--- src/rtl/pet_key_sched.sv ---
// pet_key_sched: merges PS/2 key events and timed UART "typed" keys into an
// 80-key PET keyboard matrix and serves it to the PIA row scan as an
// active-low column image.
// Optional feature: define PET_KEY_AUTOSHIFT_EN so that UART keys flagged with
// uart_shift also hold left SHIFT for the same window.
module pet_key_sched #(
  parameter int         TICK_DIV  = 50000,
  parameter int         HOLD_MS   = 40,
  parameter int         GAP_MS    = 20,
  parameter logic [6:0] SHIFT_IDX = 7'd64
) (
  input  logic       clk,
  input  logic       reset_n,
  input  logic       ps2_valid,
  input  logic [6:0] ps2_code,
  input  logic       ps2_release,
  output logic       ps2_ready,
  input  logic       uart_valid,
  input  logic [6:0] uart_code,
  input  logic       uart_shift,
  output logic       uart_ready,
  input  logic [3:0] keyrow,
  output logic [7:0] keycol_n,
  output logic       busy
);

  localparam int PW = (TICK_DIV > 1) ? $clog2(TICK_DIV) : 1;
  localparam logic [6:0] NUM_KEYS = 7'd80;

  typedef enum logic [1:0] {IDLE, UART_HOLD, UART_GAP} state_t;

  state_t        state;
  logic [79:0]   matrix;
  logic [PW-1:0] presc;
  logic          tick;
  logic [15:0]   cnt;
  logic          prefer_uart;
  logic [6:0]    uart_key;
  logic          grant_uart;
  logic          ps2_fire;
  logic          uart_fire;
  logic          hold_end;
  logic [7:0]    row_bits;

`ifdef PET_KEY_AUTOSHIFT_EN
  logic          shift_owned;    // current UART key also asserted SHIFT
  logic          ps2_shift_down; // PS/2 is physically holding SHIFT
`else
  logic          unused_shift;
  assign unused_shift = uart_shift;
`endif

  // Arbitration: UART only wins in IDLE, and only when it is alone or it is its turn.
  // Reset gating keeps the handshake quiet while reset_n is low.
  assign grant_uart = reset_n && (state == IDLE) && uart_valid && (!ps2_valid || prefer_uart);
  assign uart_ready = grant_uart;
  assign ps2_ready  = !grant_uart;
  assign ps2_fire   = ps2_valid && ps2_ready;
  assign uart_fire  = uart_valid && uart_ready;
  assign tick       = (presc == PW'(TICK_DIV - 1));
  assign hold_end   = (state == UART_HOLD) && tick && (cnt <= 16'd1);

  // Free-running 1 ms prescaler.
  always_ff @(posedge clk or negedge reset_n) begin
    // NOTE: sequential state uses non-blocking assignments so every flop
    // samples the pre-edge values regardless of statement order.
    if (!reset_n) presc <= '0;
    else if (tick) presc <= '0;
    else           presc <= presc + 1'b1;
  end

  // Sequencer FSM: grant rotation, hold/gap countdown and registered busy.
  always_ff @(posedge clk or negedge reset_n) begin
    if (!reset_n) begin
      state       <= IDLE;
      cnt         <= '0;
      busy        <= 1'b0;
      prefer_uart <= 1'b0;
      uart_key    <= '0;
    end else begin
      case (state)
        IDLE: begin
          // Rotate only when both sources compete.
          if (ps2_valid && uart_valid) prefer_uart <= !grant_uart;
          if (uart_fire) begin
            uart_key <= uart_code;
            cnt      <= 16'(HOLD_MS);
            state    <= UART_HOLD;
            busy     <= 1'b1;
          end
        end
        UART_HOLD: begin
          if (tick) begin
            if (cnt <= 16'd1) begin
              cnt   <= 16'(GAP_MS);
              state <= UART_GAP;
            end else begin
              cnt <= cnt - 16'd1;
            end
          end
        end
        UART_GAP: begin
          if (tick) begin
            if (cnt <= 16'd1) begin
              state <= IDLE;
              busy  <= 1'b0;
            end else begin
              cnt <= cnt - 16'd1;
            end
          end
        end
        default: begin
          state <= IDLE;
          busy  <= 1'b0;
        end
      endcase
    end
  end

  // Key matrix: UART set/clear first, PS/2 last so it wins on a shared bit.
  always_ff @(posedge clk or negedge reset_n) begin
    if (!reset_n) begin
      matrix <= '0;
`ifdef PET_KEY_AUTOSHIFT_EN
      shift_owned    <= 1'b0;
      ps2_shift_down <= 1'b0;
`endif
    end else begin
      if (uart_fire && (uart_code < NUM_KEYS)) begin
        matrix[uart_code] <= 1'b1;
`ifdef PET_KEY_AUTOSHIFT_EN
        shift_owned <= uart_shift;
        if (uart_shift) matrix[SHIFT_IDX] <= 1'b1;
`endif
      end
      if (hold_end) begin
        if (uart_key < NUM_KEYS) matrix[uart_key] <= 1'b0;
`ifdef PET_KEY_AUTOSHIFT_EN
        if (shift_owned && !ps2_shift_down) matrix[SHIFT_IDX] <= 1'b0;
        shift_owned <= 1'b0;
`endif
      end
      if (ps2_fire && (ps2_code < NUM_KEYS)) begin
        matrix[ps2_code] <= !ps2_release;
`ifdef PET_KEY_AUTOSHIFT_EN
        if (ps2_code == SHIFT_IDX) ps2_shift_down <= !ps2_release;
`endif
      end
    end
  end

  // Column image of the selected row; rows 10..15 do not exist.
  always_comb begin
    // NOTE: default assignment first so no path leaves row_bits unassigned
    // (which would infer a latch).
    row_bits = 8'hFF;
    if (keyrow < 4'd10) row_bits = ~matrix[{keyrow, 3'b000} +: 8];
  end

  // Registered column output, one cycle behind keyrow.
  always_ff @(posedge clk or negedge reset_n) begin
    if (!reset_n) keycol_n <= 8'hFF;
    else          keycol_n <= row_bits;
  end

endmodule

--- config.mk ---
export PLATFORM = sky130hd
export DESIGN_NAME = pet_key_sched
export DESIGN_NICKNAME = d
export VERILOG_FILES = /design/src/rtl/pet_key_sched.sv
export SDC_FILE = /design/constraint.sdc
export NUM_CORES = 1
export LEC_CHECK = 0
export ABC_AREA = 1
export BUFFER_PORTS_ARGS = -buffer_cell sky130_fd_sc_hd__buf_2
export CAP_MARGIN = 20
export CORE_ASPECT_RATIO = 1.2
export CORE_MARGIN = 2
export CORE_UTILIZATION = 25
export CTS_BUF_LIST = sky130_fd_sc_hd__clkbuf_4 sky130_fd_sc_hd__clkbuf_8
export DETAILED_ROUTE_END_ITERATION = 8
export GPL_ROUTABILITY_DRIVEN = 0
export PLACE_DENSITY = 0.42
export SETUP_SLACK_MARGIN = 0.5
export SLEW_MARGIN = 5
export SYNTH_ARGS = -nofsm -noshare
export SYNTH_HDL_FRONTEND = slang
export SYNTH_SLANG_ARGS = --single-unit
export TNS_END_PERCENT = 100
--- constraint.sdc ---
create_clock -name clk -period 1.63 [get_ports clk]
set_input_delay 0.163 -clock clk [delete_from_list [all_inputs] [get_ports clk]]
set_output_delay 0.163 -clock clk [all_outputs]
set_load 0.02 [all_outputs]
* Word level (Yosys, flattened, before mapping)
Index checks and enable logic that the tools add are counted.
** Word-level totals
- Output and inout port bits :: 11
- Register bits after elaboration :: 131
- Bits of input ports :: 24
- Word-level logic and storage cells :: 89
** Cells by class
- Reductions and logical operators :: 24
- Multiplexer cells :: 29
- Order comparisons :: 11
- Bitwise operators :: 5
- Shift-type cells :: 1
- Equal/unequal tests :: 9
- Add/subtract/negate cells :: 2
** Operators by type and width (number)
- 2-to-1 mux 80 bit :: 4
- 2-to-1 mux 16 bit :: 6
- bitwise AND 80 bit :: 1
- bitwise mux 80 bit :: 1
- inverter 80 bit :: 1
- bitwise OR 80 bit :: 1
- indexed part select 80 x 8 -> 8 bit :: 1
- case mux 16 bit (3 select lines) :: 1
- less-than comparator 7 x 8 -> 1 bit, second input constant :: 3
- demux 1 bit (select 7 bit) :: 3
- greater-or-equal comparator 7 x 1 -> 1 bit, second input constant :: 3
- less-than comparator 7 bit, second input constant :: 3
- adder 16 x 1 -> 16 bit, second input constant :: 1
- equality test 16 bit, second input constant :: 1
- <= comparator 16 x 1 -> 1 bit, second input constant :: 1
- subtractor 16 x 1 -> 16 bit, second input constant :: 1
- logical AND 1 bit :: 13
- 2-to-1 mux 2 bit :: 5
- != test 2 bit, second input constant :: 5
- AND reduction 5 bit :: 2
- 2-to-1 mux 8 bit :: 1
- inverter 8 bit :: 1
- 2-to-1 mux 1 bit :: 6
- case mux 2 bit (3 select lines) :: 1
- other kinds (12) :: 15

* Longest topological paths before layout
Gate-level depths: netlist (run 1).
- Depth after elaboration :: 12
- Mapped depth :: 13
- Depth with buffers taken out :: 13

* Least setup slack after synthesis (run 1)
OpenSTA, ideal clock, no wires.
- Path type :: flip-flop to flip-flop
- Start :: register state[0]
- End :: register matrix[27]
- Period minus slack after synthesis :: 1.732 ns
- Buffers on the path :: 1
- Cell stages (with the launch flop) :: 10
- Slack :: -0.102 ns
- Setup time :: 0.077 ns
- Data required time :: 1.553 ns
- Arrival :: 1.655 ns
- Cells stage by stage :: dfrtp_1 inv_1 ha_1 nand4_2 nand2_2 inv_1 buf_2 nand3_1 nand3_1 o21ai_1
** On the way
- Elaborated cells between the ends (all ways) :: 18
- Classes of those cells :: eq/ne (1); mux (5); bitwise (1); reduce/logical (11)
** RTL lines
- from (decl) :: RTL line 32 : state_t state;
- from (signal assigned) :: RTL line 75 : state <= IDLE;
- from (signal assigned) :: RTL line 88 : state <= UART_HOLD;
- from (signal assigned) :: RTL line 96 : state <= UART_GAP;
- logical NOT 2 bit :: RTL line 55 : assign grant_uart = reset_n && (state == IDLE) && uart_valid && (!ps2_valid || prefer_uart);
- logical AND 1 bit (3 in a row) :: RTL line 55
- logical NOT 1 bit :: RTL line 57 : assign ps2_ready = !grant_uart;
- via ps2_ready :: RTL line 17 : output logic ps2_ready,
- logical AND 1 bit :: RTL line 58 : assign ps2_fire = ps2_valid && ps2_ready;
- logical AND 1 bit :: RTL line 143 : if (ps2_fire && (ps2_code < NUM_KEYS)) begin
- 2-to-1 mux 80 bit :: RTL line 143
- to (signal, indexed assignment) :: RTL line 144 : matrix[ps2_code] <= !ps2_release;
- to (decl) :: RTL line 33 : logic [79:0] matrix;
The timed path passes the listed nets, and every way through them passes these cells.
A chain may end at the register's enable or synchronous reset.

* Worst setup path after layout (run 1)
- Start :: register state[1]
- End :: output uart_ready
** On the way
- Cells in the longest elaborated chain, start to end :: 4
** RTL lines
- logical NOT 2 bit :: RTL line 55
- logical AND 1 bit (3 in a row) :: RTL line 55
- to (decl) :: RTL line 21 : output logic uart_ready,
Every way passes these cells.

==> metrics.csv, run 1 <==
metric,value,unit
leading cell type by number of instances after synthesis,sky130_fd_sc_hd__nand2_1,
Final Net Count,1608,
initial DRC count,811,
Clock Power Share,0.206,
Die Outline Area,38100,um^2
combinational cell fraction of total power,0.525,
remaining antenna violation count after routing,0,
kind of capture point of the worst setup path,primary output,
number of global-route vias before repair,9937,
switching power,6.65,mW
clock-pin transition on the worst setup and hold timing paths,80,ps
"Distinct cells, synth",38,
Setup Skew,11.8,ps
number of synthesized register bits,131,
core area,35900,um^2
Yosys top cell by area,sky130_fd_sc_hd__dfrtp_1,
# port buffers,33,
vertical extent of the die,213,um
number of instances in the synthesized netlist,1376,
standard-cell rows,76,
routed len/inst,19.5,um
number of hold violations in the final report,0,
share of the clock period used by the worst path,1.13,
worst supply voltage drop on vdd,0.991,mV
DRC viols,0,
antenna cells,0,
main flop type after synthesis,sky130_fd_sc_hd__dfrtp_1,
starting utilization of the core area,0.254,
clock sink count,131,
post-synthesis async set-or-reset flop share,1.00,
class of the most critical setup path,flop to primary output,
CTS Buf Count,17,
part of the power in registers,0.269,
Worst-Margin Slew,758,ps
level count of the clock H-tree,4,
# placed instances,1976,
ratio of total power to cell area,1160,nW/um^2
TritonCTS clock tree,yes,
number of enable-type register cells in the synthesized netlist,0,
Post-Route Setup TNS,-13330,ps
Fin Hold WS,51.3,ps
most numerous cell types in the synthesized netlist,"sky130_fd_sc_hd__nand2_1 (397), sky130_fd_sc_hd__nand3_1 (158), sky130_fd_sc_hd__nor2_1 (152), sky130_fd_sc_hd__inv_1 (132), sky130_fd_sc_hd__dfrtp_1 (123)",
class of the tightest hold or removal check,primary input to flop,
Die W,179,um
pin count of the biggest net entering global routing,132,
RSZ-0062 raised after global routing,true,
Yosys top cell area share,0.337,
total gr overflow,0,
failing checks,setup timing,
maximum fanout along the worst path,3,
I/O pin count,35,
dpl hpwl,25100,um
run status,"finished, violations left",
global-route wire length before repair,59000,um
post-synth net total,1407,
clock latency of the later-clocked register in the worst-skew pair,500,ps
netlist area before placement,9140,um^2
Filler Cells Inserted,3832,
fraction of the yosys area taken by sequential cells,0.360,
Sw Ratio,0.435,
Critical Path RT,1470,ps
P_int,8.65,mW
signed area change from the synthesized netlist to the final layout,44.9,%
share of final-layout standard cells stronger than drive strength 1,0.314,
worst relative slew slack,0.495,
leakage power total,5.86,nW
synth top area cells,"sky130_fd_sc_hd__dfrtp_1 (34%), sky130_fd_sc_hd__nand2_1 (16%), sky130_fd_sc_hd__nand3_1 (8.7%)",
maximum achievable frequency,545,MHz
worst-case setup margin in the final layout,-205,ps
number of antenna violations at the first check in global routing,1,
total global-route track usage,0.208,
total of warnings raised by yosys,0,
Clock Tree Buf Depth,2,
Vias,10124,
Max-cap violations,0,
"Cell Count, Final, Fillers Out",2058,
clock tree root buffer cell,sky130_fd_sc_hd__clkbuf_8,
Via-to-Cell Ratio,4.92,
type of origin of the critical path,flop,
wire length after detailed routing,40100,um
power consumption,15.3,mW
fin. max-slew vios,0,
post-route minimum period,1830,ps
count of endpoints failing setup in the final report,105,
post-synthesis average cell area,6.64,um^2
utilization of the core after routing,0.368,
data arrival time of the critical path,1670,ps
TritonRoute pass-1 iters,7,
## repair_timing
action,4_1_cts,5_1_grt
hold buffers,9,0
endpoints found under the hold margin,130,0
resized for setup,73,231
setup buffers,7,21
endpoints found under the setup margin,136,212
pin swaps,31,52
gates cloned,4,9
## routing by layer
metal,wire length (um),global-route usage,vias to the layer above
li1,-,-,4882
met1,17200,0.263,4883
met2,19500,0.354,284
met3,2120,0.0363,73
met4,1190,0.0763,2
met5,8,0,-
## kinds of logic after synthesis
group | synth area share
AND/OR/NAND/NOR | 0.371
AO/OA/AOI/OAI | 0.150
buffers and inverters | 0.0937
flip-flops | 0.360
XOR/XNOR | 0.0144
adder cells (fa/ha/maj) | 0.00958
multiplexers | 0.00110
## power by group through the flow
stage / combinational [mW] / clock (mW) / sequential, mW
6_report: 8.03 / 3.15 / 4.12
3_3_place_gp: 6.69 / 0 / 4.14
2_1_floorplan: 3.93 / 0 / 4.13
5_1_grt: 8.79 / 3.34 / 4.19
4_1_cts: 7.34 / 3.24 / 4.10
3_5_place_dp: 6.68 / 0 / 4.15
## worst max-delay path, stage by stage (launching register included)
cell and delay, ps:
sky130_fd_sc_hd__dfrtp_1 390, sky130_fd_sc_hd__inv_2 90, sky130_fd_sc_hd__ha_4 160, sky130_fd_sc_hd__nand3_4 70
sky130_fd_sc_hd__a21oi_4 150, sky130_fd_sc_hd__buf_6 120, sky130_fd_sc_hd__buf_8 90, sky130_fd_sc_hd__buf_6 110
## flip-flops by register name, indices dropped and copies added, names as in the netlist
| register | flops |
|---|---|
| cnt | 16 |
| state | 2 |
| busy | 1 |
| keycol_n | 8 |
| matrix | 80 |
| uart_key | 7 |
| prefer_uart | 1 |
| presc | 16 |
## stage by stage
step | area (um^2) | worst slack (ps)
floorplan | 9340 | -3.10
global placement | 11200 | -274
detailed placement | 11200 | -319
CTS | 12100 | -182
global route | 13200 | -295
finish | 13200 | -205
## area by class of cell
cell class              count  area, um^2  area share
clock buffers              29         362      0.0273
inverters                 142         536      0.0404
clock inverters             3        65.1     0.00491
flip-flops and latches    131        3290       0.248
well taps                 468         586      0.0442
repair buffers            239        2420       0.183
multi-input cells        1046        5980       0.452
## placed cells by master, fill, tap and decap left out, drive strengths merged
cell         instances
nand2              407
buf                224
nor2               167
nand3              159
o21ai              145
inv                139
dfrtp              123
o21bai              41
a21oi               35
clkbuf              35
nand4               24
nor3                24
o211ai              15
xor2                11
dlygate4sd3          9
dfstp                8
ha                   7
xnor2                4
clkinv               4
nand3b               2
bufinv               2
a21boi               1
mux2i                1
a31oi                1
nor4                 1
o21a                 1
## worst paths after layout
kind / from / cells after the start / slack (ps) / to
max in group asynchronous: reset_n / 3 / 610 / cnt[0]$_DFFE_PN0P_
min in group asynchronous: reset_n / 3 / 390 / uart_key[2]$_DFFE_PN0P_
max: state[1]$_DFFE_PN0P_ / 7 / -200 / uart_ready
min: uart_code[2] / 3 / 50 / uart_key[2]$_DFFE_PN0P_
min reg2reg: cnt[1]$_DFFE_PN0P_ / 2 / 520 / cnt[1]$_DFFE_PN0P_
max reg2reg: cnt[0]$_DFFE_PN0P_ / 13 / -190 / matrix[60]$_DFF_PN0_
Note: power is estimated with default switching activity, not from simulation.
==> inputs of run 2 (changes only) <==
--- a/config.mk
+++ b/config.mk
@@ -11,10 +11,10 @@
 export CORE_ASPECT_RATIO = 1.2
 export CORE_MARGIN = 2
 export CORE_UTILIZATION = 25
-export CTS_BUF_LIST = sky130_fd_sc_hd__clkbuf_4 sky130_fd_sc_hd__clkbuf_8
 export DETAILED_ROUTE_END_ITERATION = 8
 export GPL_ROUTABILITY_DRIVEN = 0
 export PLACE_DENSITY = 0.42
+export RECOVER_POWER = 25
 export SETUP_SLACK_MARGIN = 0.5
 export SLEW_MARGIN = 5
 export SYNTH_ARGS = -nofsm -noshare
==> run 2 against run 1 <==
Effect of this change: cell count is 0.87% lower; power rose by 4.2%; die area did not move; global-route usage decreased by 0.093 points; the flow still finishes with violations (setup timing); sequential share of layout area rose by 1.2 points; critical path depth unchanged; non-clock buffer count down 18; worst setup slack improved by 25 ps.
==> metrics.csv, run 2 (synthesized netlist as in run 1, its figures left out) <==
metric,value,unit,change
run status,"finished, violations left",,
failing checks,setup timing,,
RSZ-0062 raised after global routing,true,,
total global-route track usage,0.207,,-0.000934
class of the most critical setup path,flop to primary output,,
worst supply voltage drop on vdd,0.906,mV,-8.6%
share of final-layout standard cells stronger than drive strength 1,0.255,,-0.0587
starting utilization of the core area,0.254,,unchanged
Die W,179,um,unchanged
category of cells accounting for the largest share of critical-path delay,buffers and inverters,,
most frequent standard cell in the layout excluding fill and tap cells,sky130_fd_sc_hd__nand2_1,,
Setup Skew,8.00,ps,-3.79 ps
utilization of the core after routing,0.352,,-0.0167
Fin Hold WS,33.3,ps,-18.0 ps
kind of capture point of the worst setup path,primary output,,
Met1 Wirelength,16400,um,-4.7%
worst relative slew slack,0.323,,-0.172
maximum achievable frequency,552,MHz,+1.4%
Via-to-Cell Ratio,4.86,,-1.2%
Post-Route Setup TNS,-10510,ps,+2830 ps
ratio of total power to cell area,1260,nW/um^2,+9.2%
clock-pin transition on the worst setup and hold timing paths,60,ps,-20 ps
level count of the clock H-tree,4,,unchanged
wire length after detailed routing,38700,um,-3.3%
vertical extent of the die,213,um,unchanged
clock tree root buffer cell,sky130_fd_sc_hd__clkbuf_16,,
area of placed instances,11200,um^2,unchanged
cell count of the worst reg-to-reg path,12,,-1
slowest CP cell,sky130_fd_sc_hd__dfrtp_1,,
top layer in use,met5,,
Max-cap violations,0,,unchanged
count of endpoints failing setup in the final report,104,,-0.95%
met3 wire len,2230,um,+5.1%
I/O pin count,35,,unchanged
clock latency of the later-clocked register in the worst-skew pair,450,ps,-50 ps
TritonRoute pass-1 iters,5,,-2
type of origin of the critical path,flop,,
Worst-Margin Slew,1020,ps,+258 ps
fin. max-slew vios,0,,unchanged
signed area change from the synthesized netlist to the final layout,38.3,%,
total gr overflow,0,,unchanged
Die Outline Area,38100,um^2,unchanged
share of the clock period used by the worst path,1.11,,-0.0152
data arrival time of the critical path,1650,ps,-20 ps
TritonCTS clock tree,yes,,
Worst Path Buf+Inv,4,,unchanged
Vias,9915,,-2.1%
max FFs per register,80,,unchanged
dpl hpwl,25100,um,unchanged
CTS Buf Count,17,,unchanged
Final Net Count,1590,,-1.1%
cell depth of the worst min-delay path,3,,unchanged
routed wire length on met2,18900,um,-3.1%
Max stage delay on crit path,380,ps,about the same
clock sink count,131,,unchanged
leakage power total,5.38,nW,-8.2%
number of global-route vias before repair,9882,,-0.55%
number of hold violations in the final report,0,,unchanged
post-route minimum period,1810,ps,-24.8 ps
routed len/inst,19.0,um,-2.4%
pin count of the biggest net entering global routing,132,,unchanged
maximum fanout along the worst path,3,,unchanged
standard-cell rows,76,,unchanged
global-route wire length before repair,58700,um,-0.54%
crit-path cells,"inv_2, ha_4, nand3_4, a21oi_4, buf_4, buf_8, buf_6",,
Hold Path Origin,uart_code[3],,
remaining antenna violation count after routing,0,,unchanged
core area,35900,um^2,unchanged
worst-case setup margin in the final layout,-180,ps,+24.8 ps
Critical Path RT,1470,ps,about the same
Clock Tree Buf Depth,2,,unchanged
power consumption,15.9,mW,+4.2%
top flop regs,"matrix (80), cnt (16), presc (16)",,
antenna cells,0,,unchanged
number of antenna violations at the first check in global routing,1,,unchanged
# port buffers,33,,unchanged
class of the tightest hold or removal check,primary input to flop,,
Filler Cells Inserted,3871,,+1.0%
DRC viols,0,,unchanged
worst reg2reg path endpoint,cnt[4]$_DFFE_PN0P_,,
"commonest non-fill, non-tap cells in the layout","sky130_fd_sc_hd__nand2_1 (369), sky130_fd_sc_hd__nand3_1 (146), sky130_fd_sc_hd__nor2_1 (143)",,
initial DRC count,792,,-2.3%
largest register by flop count,matrix,,
end of the worst hold path,uart_key[3]$_DFFE_PN0P_,,
launch instance of the worst register-to-register path,state[1]$_DFFE_PN0P_,,
finished layout cell area,12600,um^2,-4.5%
flop-to-flop setup slack,-150,ps,+40 ps
[run 2: cell types whose count changed in the layout (fill, tap and decap cells not counted), sizes merged]
| cell | previous run | this run |
|---|---|---|
| buf | 224 | 217 |
| clkbuf | 35 | 30 |
| dlygate4sd3 | 9 | 3 |
[run 2: layout make-up]
type / instances / area, um^2 / area share
multi-input cells: 1046 / 5570 / 0.440
well taps: 468 / 586 / 0.0463
repair buffers: 221 / 2070 / 0.164
inverters: 142 / 536 / 0.0424
flip-flops and latches: 131 / 3290 / 0.260
clock buffers: 29 / 531 / 0.0420
clock inverters: 3 / 65.1 / 0.00515
[run 2: worst max path at each step]
stage | from | endpoint | slack [ps] | depth (start not counted)
2_1_floorplan | cnt[0]$_DFFE_PN0P_ | matrix[19]$_DFF_PN0_ | -3 | 12
3_3_place_gp | presc[0]$_DFF_PN0_ | cnt[9]$_DFFE_PN0P_ | -270 | 11
3_5_place_dp | presc[1]$_DFF_PN0_ | cnt[14]$_DFFE_PN0P_ | -320 | 11
4_1_cts | state[0]$_DFFE_PN0P_ | cnt[2]$_DFFE_PN0P_ | -160 | 12
5_1_grt | state[1]$_DFFE_PN0P_ | uart_ready | -230 | 7
6_report | state[1]$_DFFE_PN0P_ | uart_ready | -180 | 7
[run 2: worst reg2reg max path: stages (launching register included)]
cell	delay, ps
sky130_fd_sc_hd__dfrtp_1	380
sky130_fd_sc_hd__inv_2	90
sky130_fd_sc_hd__ha_4	160
sky130_fd_sc_hd__nand3_4	80
sky130_fd_sc_hd__a21oi_4	140
sky130_fd_sc_hd__buf_6	130
sky130_fd_sc_hd__nor2_4	30
sky130_fd_sc_hd__buf_6	120
sky130_fd_sc_hd__a21oi_4	130
sky130_fd_sc_hd__buf_12	180
sky130_fd_sc_hd__nand2_8	100
sky130_fd_sc_hd__nand2_2	80
sky130_fd_sc_hd__nand2_1	50
[run 2: metrics by stage]
stage | cells | setup slack, ps
detailed placement | 1976 | -319
floorplan | 1376 | -3.10
CTS | 2022 | -160
finish | 2040 | -180
global placement | 1976 | -274
global route | 2040 | -230
[run 2: what timing repair did]
item,CTS,global route
hold endpoints to repair,125,0
resized for setup,70,117
pin swaps,37,47
hold buffers,3,0
gates cloned,4,1
setup endpoints to repair,136,254
buffers inserted,7,17
[run 2: report_power, final]
| group | internal (mW) | switching, mW | total, mW | leakage (nW) |
|---|---|---|---|---|
| sequential | 3.79 | 0.333 | 4.12 | 1.74 |
| clock | 2.50 | 1.58 | 4.08 | 0.292 |
| combinational | 2.99 | 4.76 | 7.74 | 3.35 |
[run 2: layer usage]
layer	GRT usage	vias up
li1	-	4855
met1	0.264	4672
met2	0.351	309
met3	0.0335	77
met4	0.0768	2
met5	0	-
==> inputs of run 3 (changes only) <==
==> constraint.sdc (replaced) <==
create_clock -name clk -period 1.6 [get_ports clk]
set_input_delay 0.16 -clock clk [delete_from_list [all_inputs] [get_ports clk]]
set_output_delay 0.16 -clock clk [all_outputs]
set_load 0.02 [all_outputs]
==> run 3 against run 2 <==
Effect of this change: the flow still finishes with violations (setup timing); clock-buffer cell count decreased by 10; combinational power is 7.2% higher; sequential share of layout area shrank 0.82 points; global-route usage about the same; non-clock buffer count increased by 16; clock power about the same; critical path type is now flop to flop; wire length is 1.5% higher; register-to-register slack got worse by 80 ps.
==> metrics.csv, run 3 (synthesized netlist as in run 1, its figures left out) <==
metric,value,unit,change
number of hold violations in the final report,0,,unchanged
worst supply voltage drop on vdd,0.832,mV,-8.2%
launch instance of the worst register-to-register path,state[1]$_DFFE_PN0P_,,
type of origin of the critical path,flop,,
count of endpoints failing setup in the final report,101,,-2.9%
crit-path cells,"inv_2, ha_4, nand3_4, a21oi_4, buf_4, nor2_2, buf_4, a21oi_4, buf_12, nand2_8, nand2_1, o21ai_1",,
routed len/inst,19.1,um,+0.80%
class of the tightest hold or removal check,primary input to flop,,
clock sink count,131,,unchanged
failing checks,setup timing,,
global-route wire length before repair,58700,um,unchanged
core area,35900,um^2,unchanged
largest register by flop count,matrix,,
most frequent standard cell in the layout excluding fill and tap cells,sky130_fd_sc_hd__nand2_1,,
wire length after detailed routing,39300,um,+1.5%
standard-cell rows,76,,unchanged
worst relative slew slack,0.299,,-0.0236
total global-route track usage,0.207,,-0.000300
fin. max-slew vios,0,,unchanged
pin count of the biggest net entering global routing,122,,-7.6%
starting utilization of the core area,0.254,,unchanged
ratio of total power to cell area,1270,nW/um^2,+0.73%
share of the clock period used by the worst path,1.14,,
RSZ-0062 raised after global routing,true,,
run status,"finished, violations left",,
Worst Path Buf+Inv,4,,unchanged
category of cells accounting for the largest share of critical-path delay,buffers and inverters,,
Final Net Count,1605,,+0.94%
CTS Buf Count,17,,unchanged
max FFs per register,80,,unchanged
class of the most critical setup path,flop to flop,,
Clock Tree Buf Depth,2,,unchanged
data arrival time of the critical path,2140,ps,+490 ps
remaining antenna violation count after routing,0,,unchanged
Max-cap violations,0,,unchanged
top flop regs,"matrix (80), cnt (16), presc (16)",,
TritonRoute pass-1 iters,5,,unchanged
post-route minimum period,1830,ps,
initial DRC count,683,,-14%
vertical extent of the die,213,um,unchanged
Worst-Margin Slew,1050,ps,+35.4 ps
Die W,179,um,unchanged
antenna cells,0,,unchanged
dpl hpwl,24900,um,-0.57%
power consumption,16.6,mW,+4.0%
"commonest non-fill, non-tap cells in the layout","sky130_fd_sc_hd__nand2_1 (357), sky130_fd_sc_hd__buf_4 (148), sky130_fd_sc_hd__nor2_1 (134)",,
kind of capture point of the worst setup path,flop,,
Vias,10079,,+1.7%
slowest CP cell,sky130_fd_sc_hd__dfrtp_1,,
Setup Skew,12.9,ps,+4.93 ps
source of the critical timing path,state[1]$_DFFE_PN0P_,,
maximum fanout along the worst path,6,,+3
TritonCTS clock tree,yes,,
clock-pin transition on the worst setup and hold timing paths,70,ps,about the same
clock latency of the later-clocked register in the worst-skew pair,430,ps,-20 ps
# port buffers,33,,unchanged
total gr overflow,0,,unchanged
clock tree root buffer cell,sky130_fd_sc_hd__clkbuf_16,,
Die Outline Area,38100,um^2,unchanged
I/O pin count,35,,unchanged
cell count of the worst reg-to-reg path,12,,unchanged
level count of the clock H-tree,4,,unchanged
worst reg2reg path endpoint,cnt[10]$_DFFE_PN0P_,,
number of antenna violations at the first check in global routing,0,,-1
flop-to-flop setup slack,-230,ps,-80 ps
Critical Path RT,1910,ps,+440 ps
path length in cells of the critical path,12,,+5
maximum achievable frequency,546,MHz,
DRC viols,0,,unchanged
worst-case setup margin in the final layout,-231,ps,-51.1 ps
signed area change from the synthesized netlist to the final layout,42.8,%,
Max stage delay on crit path,390,ps,about the same
Via-to-Cell Ratio,4.90,,+0.91%
leakage power total,5.66,nW,+5.3%
end point of the critical path,cnt[10]$_DFFE_PN0P_,,
share of final-layout standard cells stronger than drive strength 1,0.285,,+0.0304
number of global-route vias before repair,9870,,-0.12%
Post-Route Setup TNS,-18000,ps,-7490 ps
-- run 3: through the flow --
step,utilization,area (um^2),instances,hold WS (ps),setup slack (ps)
after floorplan,-,9340,1376,-136,-33.1
after global placement,0.312,11200,1976,180,-313
after detailed placement,0.312,11200,1976,174,-398
after CTS,0.348,12500,2032,0.241,-204
after global routing,0.363,13000,2055,29.6,-337
final,0.363,13000,2055,21.0,-231
-- run 3: metal layers --
| layer | vias up | GRT usage | part of all wire |
|---|---|---|---|
| li1 | 4883 | - | - |
| met1 | 4776 | 0.263 | 0.42 |
| met2 | 330 | 0.347 | 0.47 |
| met3 | 90 | 0.0294 | 0.056 |
| met4 | 0 | 0.0925 | 0.049 |
| met5 | - | 0 | 0 |
-- run 3: where the power goes --
part / total (mW) / leakage (nW) / internal [mW] / switching [mW]
Clock: 4.08 / 0.279 / 2.45 / 1.63
Sequential: 4.20 / 1.74 / 3.86 / 0.341
Combinational: 8.30 / 3.64 / 3.38 / 4.92
-- run 3: cell type report --
cell class | count | area [um^2]
timing repair buffer | 237 | 2290
tap | 468 | 586
fill | 3875 | 22900
sequential | 131 | 3290
clock buffer | 19 | 433
clock inverter | 13 | 161
multi-input combinational | 1045 | 5750
inverter | 142 | 536
-- run 3: worst min-delay path by stage --
stage            startpoint                       to  slack (ps)  depth (start not counted)
6_report       uart_code[6]  uart_key[6]$_DFFE_PN0P_          20                          3
5_1_grt        uart_code[6]  uart_key[6]$_DFFE_PN0P_          30                          3
4_1_cts        uart_code[5]  uart_key[5]$_DFFE_PN0P_         0.2                          3
3_5_place_dp        reset_n  prefer_uart$_DFFE_PN0P_         170                          2
3_3_place_gp        reset_n  prefer_uart$_DFFE_PN0P_         180                          2
2_1_floorplan       reset_n         busy$_DFFE_PN0P_        -140                          0
-- run 3: worst reg2reg max path, cell delays in order, from the launching register on --
cell                      delay, ps
sky130_fd_sc_hd__dfrtp_1        390
sky130_fd_sc_hd__inv_2           90
sky130_fd_sc_hd__ha_4           170
sky130_fd_sc_hd__nand3_4         80
sky130_fd_sc_hd__a21oi_4        150
sky130_fd_sc_hd__buf_4          130
sky130_fd_sc_hd__nor2_2          30
sky130_fd_sc_hd__buf_4          140
sky130_fd_sc_hd__a21oi_4        130
sky130_fd_sc_hd__buf_12         180
sky130_fd_sc_hd__nand2_8         80
sky130_fd_sc_hd__nand2_1         60
sky130_fd_sc_hd__o21ai_1         60
-- run 3: what timing repair did --
action	in CTS	in global routing
hold buffers	1	0
cloned	5	6
resized for setup	125	109
setup endpoints to repair	135	262
buffers inserted	18	17
endpoints found under the hold margin	123	0
pin swaps	32	36
